[config.mk]
export PLATFORM = sky130hd
export DESIGN_NAME = mar_access_ctrl_flat
export DESIGN_NICKNAME = d
export VERILOG_FILES = /design/src/rtl/mar_pkg.sv /design/src/rtl/mar_access_ctrl_if.sv /design/src/rtl/mar_zext_mux.sv /design/src/rtl/mar_access_ctrl.sv /design/src/flat_wrapper.sv
export SDC_FILE = /design/constraint.sdc
export NUM_CORES = 1
export LEC_CHECK = 0
export CAP_MARGIN = 20
export CORE_UTILIZATION = 40
export CTS_CLUSTER_DIAMETER = 60
export DETAILED_ROUTE_END_ITERATION = 12
export GPL_ROUTABILITY_DRIVEN = 0
export PLACE_DENSITY_LB_ADDON = 0.25
export SETUP_SLACK_MARGIN = 0.3
export SYNTH_ARGS = -nofsm -noshare
export SYNTH_HDL_FRONTEND = slang
export SYNTH_SLANG_ARGS = --single-unit
[constraint.sdc]
create_clock -name clk -period 2.1 [get_ports clk]
set_clock_uncertainty 0.2 [all_clocks]
set_input_delay 0.42 -clock clk [delete_from_list [all_inputs] [get_ports clk]]
set_output_delay 0.42 -clock clk [all_outputs]
set_load 0.02 [all_outputs]
[src/rtl/mar_pkg.sv]
// Shared types and helpers for the MAR access controller.
// Latency: n/a (types and a pure function only).
// Backpressure: n/a.
//
// Contents:
//   state_t      access FSM state encoding
//   ZEXT_MAX_W   widest address the zero-extension helper handles
//   zext_vect()  keep only the low vect_w bits of a (pre-widened) trap vector
package mar_pkg;

    typedef enum logic [1:0] {
        ST_IDLE   = 2'd0,
        ST_ACCESS = 2'd1,
        ST_DONE   = 2'd2
    } state_t;

    localparam int ZEXT_MAX_W = 64;

    // Callers widen the vector to ZEXT_MAX_W and truncate the result to their
    // own address width; the mask guarantees that nothing above the vector
    // field can leak into the address even if the caller widened a wider bus.
    function automatic logic [ZEXT_MAX_W-1:0] zext_vect(
        input logic [ZEXT_MAX_W-1:0] vect,
        input int unsigned           vect_w
    );
        logic [ZEXT_MAX_W-1:0] mask;
        mask = {ZEXT_MAX_W{1'b1}} >> (ZEXT_MAX_W - vect_w);
        return vect & mask;
    endfunction

endpackage

[src/rtl/mar_access_ctrl_if.sv]
// Bundle of the control-side and memory-side signals of the MAR access controller.
// Latency: n/a (wiring only).
// Backpressure: mem_ready is the only stall source; it comes in through this bundle.
//
// master: control FSM / datapath / memory side (drives requests and mem_ready).
// slave : mar_access_ctrl (drives the MAR, memory strobes and status).
interface mar_access_ctrl_if #(
    parameter int ADDR_W    = 16,
    parameter int VECT_W    = 8,
    parameter int BURST_MAX = 4
);
    localparam int BL_W = $clog2(BURST_MAX + 1);

    logic [VECT_W-1:0] ir_vect;
    logic [ADDR_W-1:0] eab_out;
    logic              sel_mar;
    logic              ld_mar;
    logic              start;
    logic              wr;
    logic [BL_W-1:0]   burst_len;
    logic              mem_ready;

    logic [ADDR_W-1:0] mar_mux;
    logic [ADDR_W-1:0] mar_q;
    logic [ADDR_W-1:0] mem_addr;
    logic              mem_en;
    logic              mem_we;
    logic              busy;
    logic              done;
    logic              err;

    modport master (
        output ir_vect, eab_out, sel_mar, ld_mar, start, wr, burst_len, mem_ready,
        input  mar_mux, mar_q, mem_addr, mem_en, mem_we, busy, done, err
    );

    modport slave (
        input  ir_vect, eab_out, sel_mar, ld_mar, start, wr, burst_len, mem_ready,
        output mar_mux, mar_q, mem_addr, mem_en, mem_we, busy, done, err
    );

endinterface

[src/rtl/mar_zext_mux.sv]
// MAR input mux: zero-extended trap vector or effective-address bus.
// Latency: combinational.
// Backpressure: none.
//
// Ports:
//   i_ir_vect  VECT_W  trap vector (IR low bits)
//   i_eab_out  ADDR_W  effective-address bus
//   i_sel_mar  1       1 = zero-extended trap vector, 0 = EAB
//   o_mar_mux  ADDR_W  selected address
module mar_zext_mux
    import mar_pkg::*;
#(
    parameter int ADDR_W = 16,
    parameter int VECT_W = 8    // must not exceed ADDR_W
) (
    input  logic [VECT_W-1:0] i_ir_vect,
    input  logic [ADDR_W-1:0] i_eab_out,
    input  logic              i_sel_mar,
    output logic [ADDR_W-1:0] o_mar_mux
);

    logic [ADDR_W-1:0] w_vect_addr;

    assign w_vect_addr = ADDR_W'(zext_vect(ZEXT_MAX_W'(i_ir_vect), VECT_W));
    assign o_mar_mux   = i_sel_mar ? w_vect_addr : i_eab_out;

endmodule

[src/rtl/mar_access_ctrl.sv]
// MAR register plus single/burst memory-access FSM with auto-increment and wait timeout.
// Latency: start -> first mem_en cycle is 1 edge; one word per mem_ready; done 1 edge after last word.
// Backpressure: mem_ready low stalls the current word; WAIT_MAX+1 stalled cycles abort with err.
//
// Ports:
//   clk    rising-edge clock
//   rst_n  synchronous active-low reset
//   bus    mar_access_ctrl_if.slave: request inputs (ir_vect, eab_out, sel_mar, ld_mar,
//          start, wr, burst_len, mem_ready) and outputs (mar_mux, mar_q, mem_addr,
//          mem_en, mem_we, busy, done, err)
module mar_access_ctrl
    import mar_pkg::*;
#(
    parameter int ADDR_W    = 16,
    parameter int VECT_W    = 8,
    parameter int BURST_MAX = 4,
    parameter int WAIT_MAX  = 15
) (
    input  logic                 clk,
    input  logic                 rst_n,
    mar_access_ctrl_if.slave     bus
);

    localparam int BL_W = $clog2(BURST_MAX + 1);
    localparam int WT_W = $clog2(WAIT_MAX + 1);

    state_t            r_state;
    logic [ADDR_W-1:0] r_mar;
    logic [BL_W-1:0]   r_len;
    logic [BL_W-1:0]   r_count;
    logic [WT_W-1:0]   r_timer;
    logic              r_mem_en;
    logic              r_mem_we;
    logic              r_busy;
    logic              r_done;
    logic              r_err;

    logic [ADDR_W-1:0] w_mar_mux;
    logic [BL_W-1:0]   w_len;

    mar_zext_mux #(
        .ADDR_W (ADDR_W),
        .VECT_W (VECT_W)
    ) u_zext_mux (
        .i_ir_vect (bus.ir_vect),
        .i_eab_out (bus.eab_out),
        .i_sel_mar (bus.sel_mar),
        .o_mar_mux (w_mar_mux)
    );

    // A zero length still moves one word; oversize requests are clipped.
    always_comb begin
        w_len = bus.burst_len;
        if (bus.burst_len == '0) begin
            w_len = BL_W'(1);
        end else if (bus.burst_len > BL_W'(BURST_MAX)) begin
            w_len = BL_W'(BURST_MAX);
        end
    end

    always_ff @(posedge clk) begin
        if (!rst_n) begin
            r_state  <= ST_IDLE;
            r_mar    <= '0;
            r_len    <= '0;
            r_count  <= '0;
            r_timer  <= '0;
            r_mem_en <= 1'b0;
            r_mem_we <= 1'b0;
            r_busy   <= 1'b0;
            r_done   <= 1'b0;
            r_err    <= 1'b0;
        end else begin
            r_done <= 1'b0;
            case (r_state)
                ST_IDLE: begin
                    // Load is written before the start check so a combined
                    // ld_mar+start launches at the freshly loaded address.
                    if (bus.ld_mar) begin
                        r_mar <= w_mar_mux;
                    end
                    if (bus.start) begin
                        r_len    <= w_len;
                        r_count  <= '0;
                        r_timer  <= '0;
                        r_err    <= 1'b0;
                        r_mem_en <= 1'b1;
                        r_mem_we <= bus.wr;
                        r_busy   <= 1'b1;
                        r_state  <= ST_ACCESS;
                    end
                end

                ST_ACCESS: begin
                    if (bus.mem_ready) begin
                        r_count <= r_count + 1'b1;
                        r_mar   <= r_mar + 1'b1;   // wraps at the top of the address space
                        r_timer <= '0;
                        if ((r_count + 1'b1) == r_len) begin
                            r_mem_en <= 1'b0;
                            r_mem_we <= 1'b0;
                            r_done   <= 1'b1;
                            r_state  <= ST_DONE;
                        end
                    end else if (r_timer == WT_W'(WAIT_MAX)) begin
                        // MAR is left on the word that never completed.
                        r_err    <= 1'b1;
                        r_mem_en <= 1'b0;
                        r_mem_we <= 1'b0;
                        r_busy   <= 1'b0;
                        r_state  <= ST_IDLE;
                    end else begin
                        r_timer <= r_timer + 1'b1;
                    end
                end

                ST_DONE: begin
                    r_busy  <= 1'b0;
                    r_state <= ST_IDLE;
                end

                default: begin
                    r_mem_en <= 1'b0;
                    r_mem_we <= 1'b0;
                    r_busy   <= 1'b0;
                    r_state  <= ST_IDLE;
                end
            endcase
        end
    end

    assign bus.mar_mux  = w_mar_mux;
    assign bus.mar_q    = r_mar;
    assign bus.mem_addr = r_mar;
    assign bus.mem_en   = r_mem_en;
    assign bus.mem_we   = r_mem_we;
    assign bus.busy     = r_busy;
    assign bus.done     = r_done;
    assign bus.err      = r_err;

endmodule

[src/flat_wrapper.sv]
// flat-port wrapper written by rule: the top's interface ports become plain ports
module mar_access_ctrl_flat import mar_pkg::*;
#(
    parameter int ADDR_W    = 16,
    parameter int VECT_W    = 8,
    parameter int BURST_MAX = 4,
    parameter int WAIT_MAX  = 15
)
  (clk, rst_n, bus_ir_vect, bus_eab_out, bus_sel_mar, bus_ld_mar, bus_start, bus_wr, bus_burst_len, bus_mem_ready, bus_mar_mux, bus_mar_q, bus_mem_addr, bus_mem_en, bus_mem_we, bus_busy, bus_done, bus_err);
  mar_access_ctrl_if #(.ADDR_W(ADDR_W), .VECT_W(VECT_W), .BURST_MAX(BURST_MAX)) bus_i ();
  input  logic clk;
  input  logic rst_n;
  input wire logic [$bits(bus_i.ir_vect)-1:0] bus_ir_vect;
  input wire logic [$bits(bus_i.eab_out)-1:0] bus_eab_out;
  input wire logic [$bits(bus_i.sel_mar)-1:0] bus_sel_mar;
  input wire logic [$bits(bus_i.ld_mar)-1:0] bus_ld_mar;
  input wire logic [$bits(bus_i.start)-1:0] bus_start;
  input wire logic [$bits(bus_i.wr)-1:0] bus_wr;
  input wire logic [$bits(bus_i.burst_len)-1:0] bus_burst_len;
  input wire logic [$bits(bus_i.mem_ready)-1:0] bus_mem_ready;
  output wire logic [$bits(bus_i.mar_mux)-1:0] bus_mar_mux;
  output wire logic [$bits(bus_i.mar_q)-1:0] bus_mar_q;
  output wire logic [$bits(bus_i.mem_addr)-1:0] bus_mem_addr;
  output wire logic [$bits(bus_i.mem_en)-1:0] bus_mem_en;
  output wire logic [$bits(bus_i.mem_we)-1:0] bus_mem_we;
  output wire logic [$bits(bus_i.busy)-1:0] bus_busy;
  output wire logic [$bits(bus_i.done)-1:0] bus_done;
  output wire logic [$bits(bus_i.err)-1:0] bus_err;
  assign bus_i.ir_vect = bus_ir_vect;
  assign bus_i.eab_out = bus_eab_out;
  assign bus_i.sel_mar = bus_sel_mar;
  assign bus_i.ld_mar = bus_ld_mar;
  assign bus_i.start = bus_start;
  assign bus_i.wr = bus_wr;
  assign bus_i.burst_len = bus_burst_len;
  assign bus_i.mem_ready = bus_mem_ready;
  assign bus_mar_mux = bus_i.mar_mux;
  assign bus_mar_q = bus_i.mar_q;
  assign bus_mem_addr = bus_i.mem_addr;
  assign bus_mem_en = bus_i.mem_en;
  assign bus_mem_we = bus_i.mem_we;
  assign bus_busy = bus_i.busy;
  assign bus_done = bus_i.done;
  assign bus_err = bus_i.err;
  mar_access_ctrl #(.ADDR_W(ADDR_W), .VECT_W(VECT_W), .BURST_MAX(BURST_MAX), .WAIT_MAX(WAIT_MAX)) u_core (.clk(clk), .rst_n(rst_n), .bus(bus_i));
endmodule
**Word-level counts from Yosys, hierarchy flattened**

Cells that the tools add are included.
Widths: inputs -> output; s select.

- Add/subtract/negate cells: 3
- Magnitude comparators: 1
- Equality and inequality tests: 12
- Muxes and demuxes: 32
- Bitwise operators: 1
- Reductions and logical operators: 12

Operators by type and width:

| operator | number |
|---|---|
| $mux 16 | 3 |
| $pmux 16 s2 | 1 |
| $reduce_and 3->1 | 6 |
| $add 16x1->16 const B | 1 |
| $mux 3 | 4 |
| $mux 4 | 3 |
| $mux 1 | 10 |
| $mux 2 | 4 |
| $ne 2x2->1 const B | 4 |
| $pmux 4 s2 | 1 |
| $reduce_and 4->1 | 2 |
| $ne 3x2->1 const B | 2 |
| $pmux 1 s3 | 2 |
| $pmux 3 s2 | 1 |
| $add 4x1->4 const B | 1 |
| $eq 4x4->1 const B | 1 |
| $pmux 1 s2 | 2 |
| $pmux 2 s2 | 1 |
| $add 3x1->3 const B | 1 |
| $eq 3x3->1 | 1 |
| $gt 3x3->1 const B | 1 |
| $logic_not 3->1 | 1 |
| $ne 3x3->1 const B | 1 |
| $eq 2x1->1 const B | 1 |
| 6 further kinds | 6 |

- Register bits: 33
- Output and inout bits: 53
- Logic and storage cells: 71

**Logic depth before layout (Yosys ltp)**

Gate-level depths: netlist of the first run.

- Depth in word-level cells: 5
- Depth in mapped cells: 7
- Gate-level depth less buffers: 5

**By module**

From an unflattened synthesis of the first run, not the netlist that was laid out.

- Cell total of the unflattened synthesis: 265
- Area, all modules: 2153.3 um2

By module, submodules not included:

| module | times used | cells an instance | area an instance (um2) | seq. area each (um2) |
|---|---|---|---|---|
| mar_access_ctrl | 1 | 247 | 1959.4 | 660.6 |
| mar_zext_mux | 1 | 18 | 193.9 | 0.0 |

**Worst setup path after synthesis of the first run**

No wires, ideal clock.

- Path type: register -> register
- Start: register u_core.r_mar[0] (netlist: u_core.bus.mar_q[0])
- End: register u_core.r_mar[6] (netlist: u_core.bus.mar_q[6])
- Arrival: 1.603 ns
- Data required time: 1.830 ns
- Slack: 0.227 ns
- Cell stages (with the launch flop): 6
- Cells stage by stage: dfxtp_1 > ha_1 > nand3_1 > or4_1 > a21o_1 > a21oi_1

- Cells in the longest elaborated chain, start to end: 3

RTL lines:

| what | line | RTL |
|---|---|---|
| start, declared | mar_access_ctrl.sv:28 | `logic [ADDR_W-1:0] r_mar;` |
| start signal, assigned | mar_access_ctrl.sv:80 | `r_mar <= w_mar_mux;` |
| start signal, assigned | mar_access_ctrl.sv:97 | `r_mar <= r_mar + 1'b1;` |
| $add 16x1->16 | mar_access_ctrl.sv:97 |  |
| $mux 16 | mar_access_ctrl.sv:95 | `if (bus.mem_ready) begin` |
| $pmux 16 s2 | mar_access_ctrl.sv:75 | `case (r_state)` |

Every way passes these cells. The select of a mux whose other input is x is not followed.
A chain may end at the register's enable or synchronous reset.

**Worst setup path after layout of the first run**

- Start: input port bus_eab_out[13]
- End: output port bus_mar_mux[13]

- Cells in the longest elaborated chain, start to end: 1

RTL lines:

| what | line | RTL |
|---|---|---|
| start, declared | flat_wrapper.sv:14 | `input wire logic [$bits(bus_i.eab_out)-1:0] bus_eab_out;` |
| $mux 16 | mar_zext_mux.sv:25 | `assign o_mar_mux = i_sel_mar ? w_vect_addr : i_eab_out;` |
| end, declared | flat_wrapper.sv:21 | `output wire logic [$bits(bus_i.mar_mux)-1:0] bus_mar_mux;` |

Every way passes these cells.

==> metrics, run 1 <==
hold depth=2; HPWL after detailed placement=4.38 mm; worst flop-to-flop path startpoint=u_core.bus.mar_q[8]$_SDFFE_PN0P_; Antenna Violating Nets Remaining=0; crit end category=primary output; initial core utilization=41.9%; syn_area_per_cell=7.86 um^2; vias=2335; Mapped Nets=313; Finished Core Util=66.0%; Fin. Hold Viols=0; top_reg_cell synth=dfxtp_1; Area Overhead vs Synth=57.5%; global-route wire length before repair=9.69 mm; Post-synth EDFFs=0; core area=5170 um^2; Hold Crit Start=u_core.r_count[1]$_SDFFE_PN0P_; RSZ-0062 raised after global routing=yes; Pins Over Slew Limit=0; I/O Buffers=86; reg2reg setup slack=0.35 ns; first-pass detailed-route iteration total=4; clock buffer depth=2; Leak Pwr=0.00159 uW; Final Cell Area=3410 um^2; measured slew at the worst slew-check pin=0.774 ns; Critical Setup Path Class=in -> out; gr usage total=22.1%; clock sink count=33; Slew headroom=48.3%; Setup crit start=bus_eab_out[13]; Yosys cell types=48; antenna violations before repair=0; Via density=5.32; Remaining Overflow, GRT=0; Die H=75.6 um; cts bufs inserted=5; NumNets Final=405; Ys Warns=0; critical path launch point type=primary input; status=complete, no violations; reg2reg end=u_core.bus.mar_q[13]$_SDFFE_PN0P_; PD cells=612 nW/um^2; maximum vdd drop=0.000548 V; Async SR Flop Fraction=0%; antenna cells=0; Routed WL=6.33 mm; max cap viols=0; post-route minimum period=1.78 ns; Seq/Total Area, Yosys=30.5%; final period utilization=84.6%; placed cell areas=3140 um^2; Clk pin slew, worst setup/hold paths=0.07 ns; Critical Path RT=1.48 ns; CTS tree=built; wire length per cell=14.4 um; mapped cell area=2170 um^2; flops & latches, synth=33; Fmax=563 MHz; Register-to-Register Path Depth=4; setup TNS=0 ns; Final setup viols=0; number of global-route vias before repair=2084; # DRC=0; pin count of the biggest net entering global routing=24; Max Fanout on Critical Path=2; Mapped Cells=276; std cell rows=26; CTS Hold Bufs=0; drt initial violations=190; die footprint=5720 um^2; Worst EP arrival=1.16 ns; Die Wd=75.6 um; Root Buffer=clkbuf_8; htree depth=2; Hold Path End=u_core.r_count[1]$_SDFFE_PN0P_; io pins=87; HP Class=reg -> reg; Worst-Skew Late Latency=0.29 ns; ratio of cells with drive above 1 in the final layout=25.5%
## registers in the layout, indices dropped and copies added, names as in the netlist
register / flops
u_core.bus.busy: 1
u_core.bus.done: 1
u_core.bus.err: 1
u_core.bus.mar_q: 16
u_core.bus.mem_en: 1
u_core.bus.mem_we: 1
u_core.r_count: 3
u_core.r_len: 3
u_core.r_state: 2
u_core.r_timer: 4
## where the power goes
| part | switching [uW] | internal [uW] | total, uW |
|---|---|---|---|
| registers | 73.7 | 678 | 752 |
| logic | 358 | 330 | 688 |
| clock network | 263 | 386 | 649 |
| total | 695 | 1390 | 2090 |
## worst max-delay path by stage
stage                                   endpoint  slack [ns]  cells after the start
3_5_place_dp                      bus_mar_mux[0]       -0.52                      4
4_1_cts                           bus_mar_mux[0]        0.22                      3
2_1_floorplan                     bus_mar_mux[6]        0.30                      3
6_report                         bus_mar_mux[13]        0.32                      3
3_3_place_gp                      bus_mar_mux[0]       -0.49                      4
5_1_grt        u_core.bus.mar_q[13]$_SDFFE_PN0P_        0.26                      4
## synthesized netlist by cell type (3+ instances only)
cell,number,area [um^2]
a21o_1,5,37.5
a211oi_1,6,45.0
a21oi_1,26,130
nor3_1,7,35.0
inv_1,7,26.3
mux2i_1,7,70.1
o21ai_0,18,90.1
clkbuf_1,9,33.8
xnor2_1,6,52.6
buf_4,17,128
and2_1,6,37.5
dfxtp_1,33,661
nand4b_1,3,26.3
o22ai_1,3,18.8
nand2_1,20,75.1
nor2_1,19,71.3
and3_1,3,18.8
buf_2,4,20.0
and4_1,4,35.0
nor2b_1,9,56.3
ha_1,3,37.5
nand3_1,9,45.0
nand2b_1,5,31.3
mux2_2,8,90.1
a31oi_1,4,25.0
nand4_1,5,31.3
## layout make-up
cell class / instances / area, um^2
flip-flops and latches: 33 / 689
well taps: 70 / 87.6
fillers: 439 / 1760
multi-input cells: 204 / 1430
clock inverters: 2 / 37.5
clock buffers: 6 / 82.6
repair buffers: 117 / 1060
inverters: 7 / 26.3
## per-layer routing
layer,vias up,global-route usage (%),wire length (um)
met4,0,6.38,38
met1,1096,28.1,2930
met2,65,38.5,3120
met5,-,0,0
met3,4,3.97,241
li1,1170,-,-
## through the flow
step	hold WS (ns)	total power [uW]	setup slack, ns	std cells
floorplan	0.236	1150	0.301	276
CTS	0.265	2050	0.220	438
finish	0.264	2090	0.323	439
global route	0.292	2190	0.262	439
global placement	0.247	1440	-0.488	427
detailed placement	0.255	1450	-0.519	427
## repair_timing
| action | CTS | global route |
|---|---|---|
| setup buffers | 2 | 1 |
| setup endpoints to repair | 68 | 23 |
| cloned | 1 | 0 |
| gates resized for setup | 167 | 37 |
## cells by family (layout without fill, tap and decap cells)
logic type | count (synthesis) | after routing | share of synthesized area [%]
fa+ha+maj | 3 | 3 | 1.73
compound gates | 75 | 75 | 20.9
buf+inv | 39 | 132 | 9.93
mux | 15 | 15 | 7.39
xor+xnor | 7 | 7 | 2.83
flops | 33 | 33 | 30.5
simple gates | 104 | 104 | 26.8
## worst max-delay path, stage by stage
cell and delay [ns]:
clkdlybuf4s50_1 0.46, nor2b_4 0.15, buf_6 0.12
## cell usage in the layout (no fill, tap or decap), types with 3 or more instances in the layout
| cell type | instances |
|---|---|
| buf_4 | 29 |
| o22ai_1 | 3 |
| mux2_4 | 8 |
| nand4_1 | 5 |
| mux2i_1 | 7 |
| and2_1 | 5 |
| inv_1 | 7 |
| a31oi_1 | 4 |
| clkdlybuf4s50_1 | 11 |
| dlymetal6s2s_1 | 5 |
| dlygate4sd2_1 | 54 |
| nor3_1 | 7 |
| nand2b_1 | 5 |
| a21oi_1 | 26 |
| a21o_1 | 5 |
| dfxtp_4 | 5 |
| dfxtp_2 | 8 |
| clkbuf_8 | 6 |
| a211oi_1 | 6 |
| buf_6 | 17 |
| nand2_1 | 20 |
| nand3_1 | 8 |
| nand4b_1 | 3 |
| nor2b_4 | 7 |
| and3_1 | 3 |
| xnor2_1 | 4 |
| dfxtp_1 | 20 |
| nor2_1 | 19 |
| o21ai_0 | 18 |
Power figures use the tool's default switching activity.
==> run 2, diff against run 1 <==
- CORE_UTILIZATION: 40 -> 39
- clock period: 2.1 -> 1.6 ns (I/O delays scaled with it)
==> run 2 against run 1 <==
- the flow now finishes with violations (negative setup slack)
- critical endpoint is now u_core.bus.mar_q[15]$_SDFFE_PN0P_
- via count increased by 30%
- cell count increased by 18%
- worst setup slack got worse by 0.49 ns
- combinational power increased by 130%
- worst hold slack improved by 0.0085 ns
- clock power increased by 27%
- non-clock buffer count increased by 78
- die area increased by 2.5%
- final area increased by 35%
- first-iteration DRC count increased by 45%
- critical path type is now reg -> reg
- critical path depth increased by 2
==> metrics, run 2 (synthesis results as in run 1) <==
status=finished with violations; failing checks=negative setup slack; Area Overhead vs Synth=112%; max cap viols=0 (unchanged); Leak Pwr=0.00201 uW (+27%); Antenna Violating Nets Remaining=0 (unchanged); Reg area=724 um^2 (+5.1%); Filler Cells Inserted=234 (-47%); Critical Path RT=1.60 ns (+0.12 ns); RSZ-0062 raised after global routing=yes; Pins Over Slew Limit=0 (unchanged); first-pass detailed-route iteration total=6 (+2); most frequent cells in the layout=78 x buf_4, 74 x buf_6, 26 x dlygate4sd2_1, 21 x a21oi_1, 19 x nand2_1; HPWL after detailed placement=5.30 mm (+21%); wire length per cell=20.9 um (+45%); Die Wd=76.6 um (+1.2%); final period utilization=110%; crit end category=flip-flop; die footprint=5860 um^2 (+2.5%); core area=5240 um^2 (+1.3%); post-route minimum period=1.76 ns; vias=3038 (+30%); Setup crit start=u_core.bus.mar_q[6]$_SDFFE_PN0P_; worst flop-to-flop path startpoint=u_core.bus.mar_q[6]$_SDFFE_PN0P_; ratio of cells with drive above 1 in the final layout=60.4% (+35 points); maximum vdd drop=0.000640 V (+17%); area of the multi-input gates=1770 um^2 (+23%); std cell rows=26 (unchanged); cts bufs inserted=5 (unchanged); global-route wire length before repair=13.6 mm (+40%); antenna violations before repair=0 (unchanged); Die H=76.6 um (+1.2%); Power Total=3360 uW (+61%); # DRC=0 (unchanged); Final setup viols=14 (+14); Routed WL=10.8 mm (+71%); Slew headroom=79.7% (+31 points); I/O Buffers=86 (unchanged); drt initial violations=276 (+45%); NumNets Final=483 (+19%); PD cells=731 nW/um^2 (+19%); Final Cell Area=4600 um^2 (+35%); max reg flops=16 (unchanged); Critical Setup Path Class=reg -> reg; CTS Hold Bufs=0 (unchanged); clock buffer depth=2 (unchanged); initial core utilization=41.4% (-0.52 points); Clk pin slew, worst setup/hold paths=0.08 ns (about the same); Max Fanout on Critical Path=4 (+2); placed cell areas=3640 um^2 (+16%); Setup WS pre-CTS=-0.786 ns (-0.267 ns); Worst-Skew Late Latency=0.29 ns (about the same); most common cell after layout, fill and taps aside=buf_4; htree depth=2 (unchanged); pin count of the biggest net entering global routing=22 (-8.3%); Worst EP arrival=1.77 ns (+0.61 ns); Final Non-Filler Cells=517 (+18%); Fin. Hold Viols=0 (unchanged); antenna cells=0 (unchanged); Fmax=567 MHz; clock sink count=33 (unchanged); PnR worst setup slack=-0.162 ns (-0.486 ns); number of global-route vias before repair=2815 (+35%); gr usage total=28.8% (+6.6 points); Finished Core Util=87.7% (+22 points); critical path launch point type=flip-flop; io pins=87 (unchanged); HP Class=reg -> reg; Via density=5.88 (+10%); CTS tree=built; measured slew at the worst slew-check pin=0.297 ns (-0.477 ns); Remaining Overflow, GRT=0 (unchanged); Root Buffer=clkbuf_8; Cells after DPL=462 (+8.2%); Hold Crit Start=u_core.bus.err$_SDFFE_PN0P_
==> run 2: cell count changes in the layout (fill, tap and decap cells not counted), sizes merged <==
cell	previous run	this run
inv	7	8
dlymetal6s2s	5	0
clkinv	0	1
buf	47	162
clkdlybuf4s50	11	5
clkdlybuf4s15	0	2
clkinvlp	1	0
dlygate4sd2	54	26
clkbuf	6	5
==> run 2: worst max-delay path, cell delays in order (launching register included) <==
cell and delay [ns]:
dfxtp_4 0.38, and4_4 0.26, nand4_4 0.15, buf_6 0.16, or3_1 0.35, a41oi_2 0.19
==> run 2: path summary, 6_finish.rpt <==
path	cells past startpoint	endpoint	slack [ns]
max	5	u_core.bus.mar_q[15]$_SDFFE_PN0P_	-0.16
min	2	u_core.bus.err$_SDFFE_PN0P_	0.27
max reg2reg	5	u_core.bus.mar_q[15]$_SDFFE_PN0P_	-0.16
min reg2reg	2	u_core.bus.err$_SDFFE_PN0P_	0.27
==> run 2: area by class of cell <==
class                      instances  share of cell area [%]
timing repair buffer             195                    40.8
multi-input combinational        204                    38.4
sequential                        33                    15.8
tap                               70                    1.91
clock buffer                       5                    1.50
clock inverter                     3                   0.980
inverter                           7                   0.572
==> run 2: through the flow <==
stage	hold slack (ns)	TNS (ns)
floorplan	0.254	-0.0773
global placement	0.252	-22.08
detailed placement	0.258	-22.99
CTS	0.262	-0.0874
global route	0.290	-1.82
finish	0.272	-1.10
==> run 2: repair_timing <==
| item | 4_1_cts | 5_1_grt |
|---|---|---|
| endpoints found under the setup margin | 86 | 86 |
| setup buffers | 16 | 29 |
| hold endpoints to repair | 0 | 0 |
| pin swaps | 22 | 35 |
| gates cloned | 1 | 1 |
| resized for setup | 393 | 65 |
==> run 2: layer usage <==
metal,track usage [%],wire length (um)
met3,5.63,796
met4,11.9,377
met1,32.7,4240
met5,0,0
met2,52.2,5400
==> run 2: power breakdown <==
part | leakage (uW) | total, uW | switching, uW | internal [uW]
Combinational | 0.00167 | 1550 | 742 | 810
Clock | 0.0000587 | 826 | 359 | 468
Sequential | 0.000284 | 980 | 89.8 | 890
Total | 0.00201 | 3360 | 1190 | 2170
==> run 3, diff against run 2 <==
- CORE_ASPECT_RATIO: unset -> 1.1
==> run 3 against run 2 <==
- the run still ends with negative setup slack left
- sequential share of layout area up 0.42 points
- sequential cell count did not move
- non-clock buffer count decreased by 14
- die area barely moved
- count of clock-buffer cells in the layout increased by 3
- cell count is 1.7% lower
- worst hold slack improved by 0.0047 ns
- final area shrank 3.5%
- worst setup slack improved by 0.096 ns
- power shrank 4.6%
- global-route usage shrank 3.3 points
- critical path type unchanged
- highest routed layer unchanged
==> metrics, run 3 (synthesis results as in run 1) <==
Die H=80.2 um (+4.8%); Die Wd=73.1 um (-4.5%); status=finished with violations; crit end category=flip-flop; RSZ-0062 raised after global routing=yes; NumNets Final=469 (-2.9%); Pins Over Slew Limit=0 (unchanged); Filler Cells Inserted=324 (+38%); failing checks=negative setup slack; CP Cell Sequence=nand2b_4, buf_6, a21oi_4, buf_12, buf_12, mux2i_1, a31oi_1; antenna cells=0 (unchanged); most frequent cells in the layout=68 x buf_6, 67 x buf_4, 26 x dlygate4sd2_1, 22 x a21oi_1, 18 x nor2_1; Max Fanout on Critical Path=8 (+4); Leak Pwr=0.00194 uW (-3.8%); critical path launch point type=flip-flop; ratio of cells with drive above 1 in the final layout=56.8% (-3.6 points); initial core utilization=40.5% (-0.95 points); Via density=5.53 (-5.9%); clock sink count=33 (unchanged); clock buffer depth=2 (unchanged); PnR worst setup slack=-0.0663 ns (+0.0962 ns); measured slew at the worst slew-check pin=0.280 ns (-0.0170 ns); Slew headroom=81.4% (+1.7 points); max reg flops=16 (unchanged); number of global-route vias before repair=2500 (-11%); wire length per cell=17.4 um (-17%); worst hold margin=0.277 ns (+0.00469 ns); CP peak stage delay=0.37 ns (about the same); Slowest cell on crit path=dfxtp_4; Fin. Hold Viols=0 (unchanged); CP most frequent cell=buf_12; htree depth=2 (unchanged); cts bufs inserted=5 (unchanged); global-route wire length before repair=11.5 mm (-15%); HPWL after detailed placement=5.10 mm (-3.6%); core area=5360 um^2 (+2.3%); CTS tree=built; maximum vdd drop=0.000676 V (+5.6%); Antenna Violating Nets Remaining=0 (unchanged); Finished Core Util=82.8% (-5.0 points); CTS Hold Bufs=0 (unchanged); Final setup viols=8 (-6); antenna violations before repair=0 (unchanged); Fmax=600 MHz (+5.8%); Top delay family on crit path=buffers and inverters; Clk pin slew, worst setup/hold paths=0.08 ns (about the same); final period utilization=104% (-6.0 points); I/O Buffers=86 (unchanged); HP Class=reg -> reg; Routed WL=8.83 mm (-18%); gr usage total=25.5% (-3.3 points); Cells after DPL=463 (+0.22%); Worst EP arrival=1.65 ns (-0.12 ns); Remaining Overflow, GRT=0 (unchanged); pin count of the biggest net entering global routing=24 (+9.1%); io pins=87 (unchanged); Critical Setup Path Class=reg -> reg; # DRC=0 (unchanged); crit path buf inv count=3 (+2); vias=2810 (-7.5%); Worst-Skew Late Latency=0.30 ns (about the same); Root Buffer=clkbuf_8; Final Non-Filler Cells=508 (-1.7%); die footprint=5860 um^2 (about the same); Power Total=3200 uW (-4.6%); post-route minimum period=1.67 ns (-0.0962 ns); max cap viols=0 (unchanged); PD cells=722 nW/um^2 (-1.2%); Area Overhead vs Synth=105%; Critical Path RT=1.59 ns (about the same); drt initial violations=192 (-30%); most common cell after layout, fill and taps aside=buf_6; first-pass detailed-route iteration total=4 (-2); std cell rows=28 (+7.7%)
run 3: changes by cell type in the layout (fill, tap and decap cells not counted), sizes merged:
cell,delta
buf,-12
clkbuf,+3
clkdlybuf4s15,-2
bufinv,-1
clkinv,-1
inv,-1
run 3: where the power goes:
part,internal (uW),switching [uW]
registers,891,71.5
clock network,445,344
logic,772,680
run 3: final cells by class:
| class | count | area [um^2] | share of cell area (%) |
|---|---|---|---|
| multi-input cells | 204 | 1690 | 38.0 |
| flip-flops and latches | 33 | 718 | 16.2 |
| well taps | 75 | 93.8 | 2.12 |
| clock buffers | 8 | 111 | 2.51 |
| repair buffers | 181 | 1800 | 40.6 |
| inverters | 7 | 26.3 | 0.592 |
run 3: per-stage QoR:
| step | setup TNS [ns] | setup WS, ns | cell area, um^2 |
|---|---|---|---|
| 2_1_floorplan | -0.0773 | -0.0449 | 2470 |
| 3_3_place_gp | -21.69 | -0.762 | 3630 |
| 3_5_place_dp | -22.58 | -0.774 | 3630 |
| 4_1_cts | -0.124 | -0.0361 | 4060 |
| 5_1_grt | -0.907 | -0.123 | 4440 |
| 6_report | -0.377 | -0.0663 | 4440 |
run 3: worst register-to-register path, stage by stage (launching register included):
cell and delay, ns:
dfxtp_4 0.37, nand2b_4 0.15, buf_6 0.12, a21oi_4 0.16, buf_12 0.15, buf_12 0.11
mux2i_1 0.20, a31oi_1 0.09
run 3: per-layer routing:
| metal | up-vias | share of wire (%) | global-route usage, % | wire [um] |
|---|---|---|---|---|
| met2 | 132 | 53 | 46.3 | 4700 |
| met3 | 26 | 5.9 | 5.02 | 517 |
| met1 | 1354 | 38 | 28.8 | 3350 |
| li1 | 1298 | - | - | - |
| met4 | 0 | 3.1 | 9.80 | 271 |
| met5 | - | 0 | 0 | 0 |
run 3: path summary, 6_finish.rpt:
| path | slack (ns) | to | depth (start not counted) | startpoint |
|---|---|---|---|---|
| max reg2reg | -0.07 | u_core.bus.mar_q[14]$_SDFFE_PN0P_ | 7 | u_core.r_state[0]$_SDFFE_PN0P_ |
| min | 0.28 | u_core.r_count[1]$_SDFFE_PN0P_ | 2 | u_core.r_count[1]$_SDFFE_PN0P_ |
| min reg2reg | 0.28 | u_core.r_count[1]$_SDFFE_PN0P_ | 2 | u_core.r_count[1]$_SDFFE_PN0P_ |
| max | -0.07 | u_core.bus.mar_q[14]$_SDFFE_PN0P_ | 7 | u_core.r_state[0]$_SDFFE_PN0P_ |
run 3: timing repair:
action | CTS | global route
buffers inserted | 17 | 19
cloned | 1 | 0
pin swaps | 13 | 25
gates resized for setup | 390 | 50
hold endpoints to repair | 0 | 0
endpoints found under the setup margin | 86 | 84
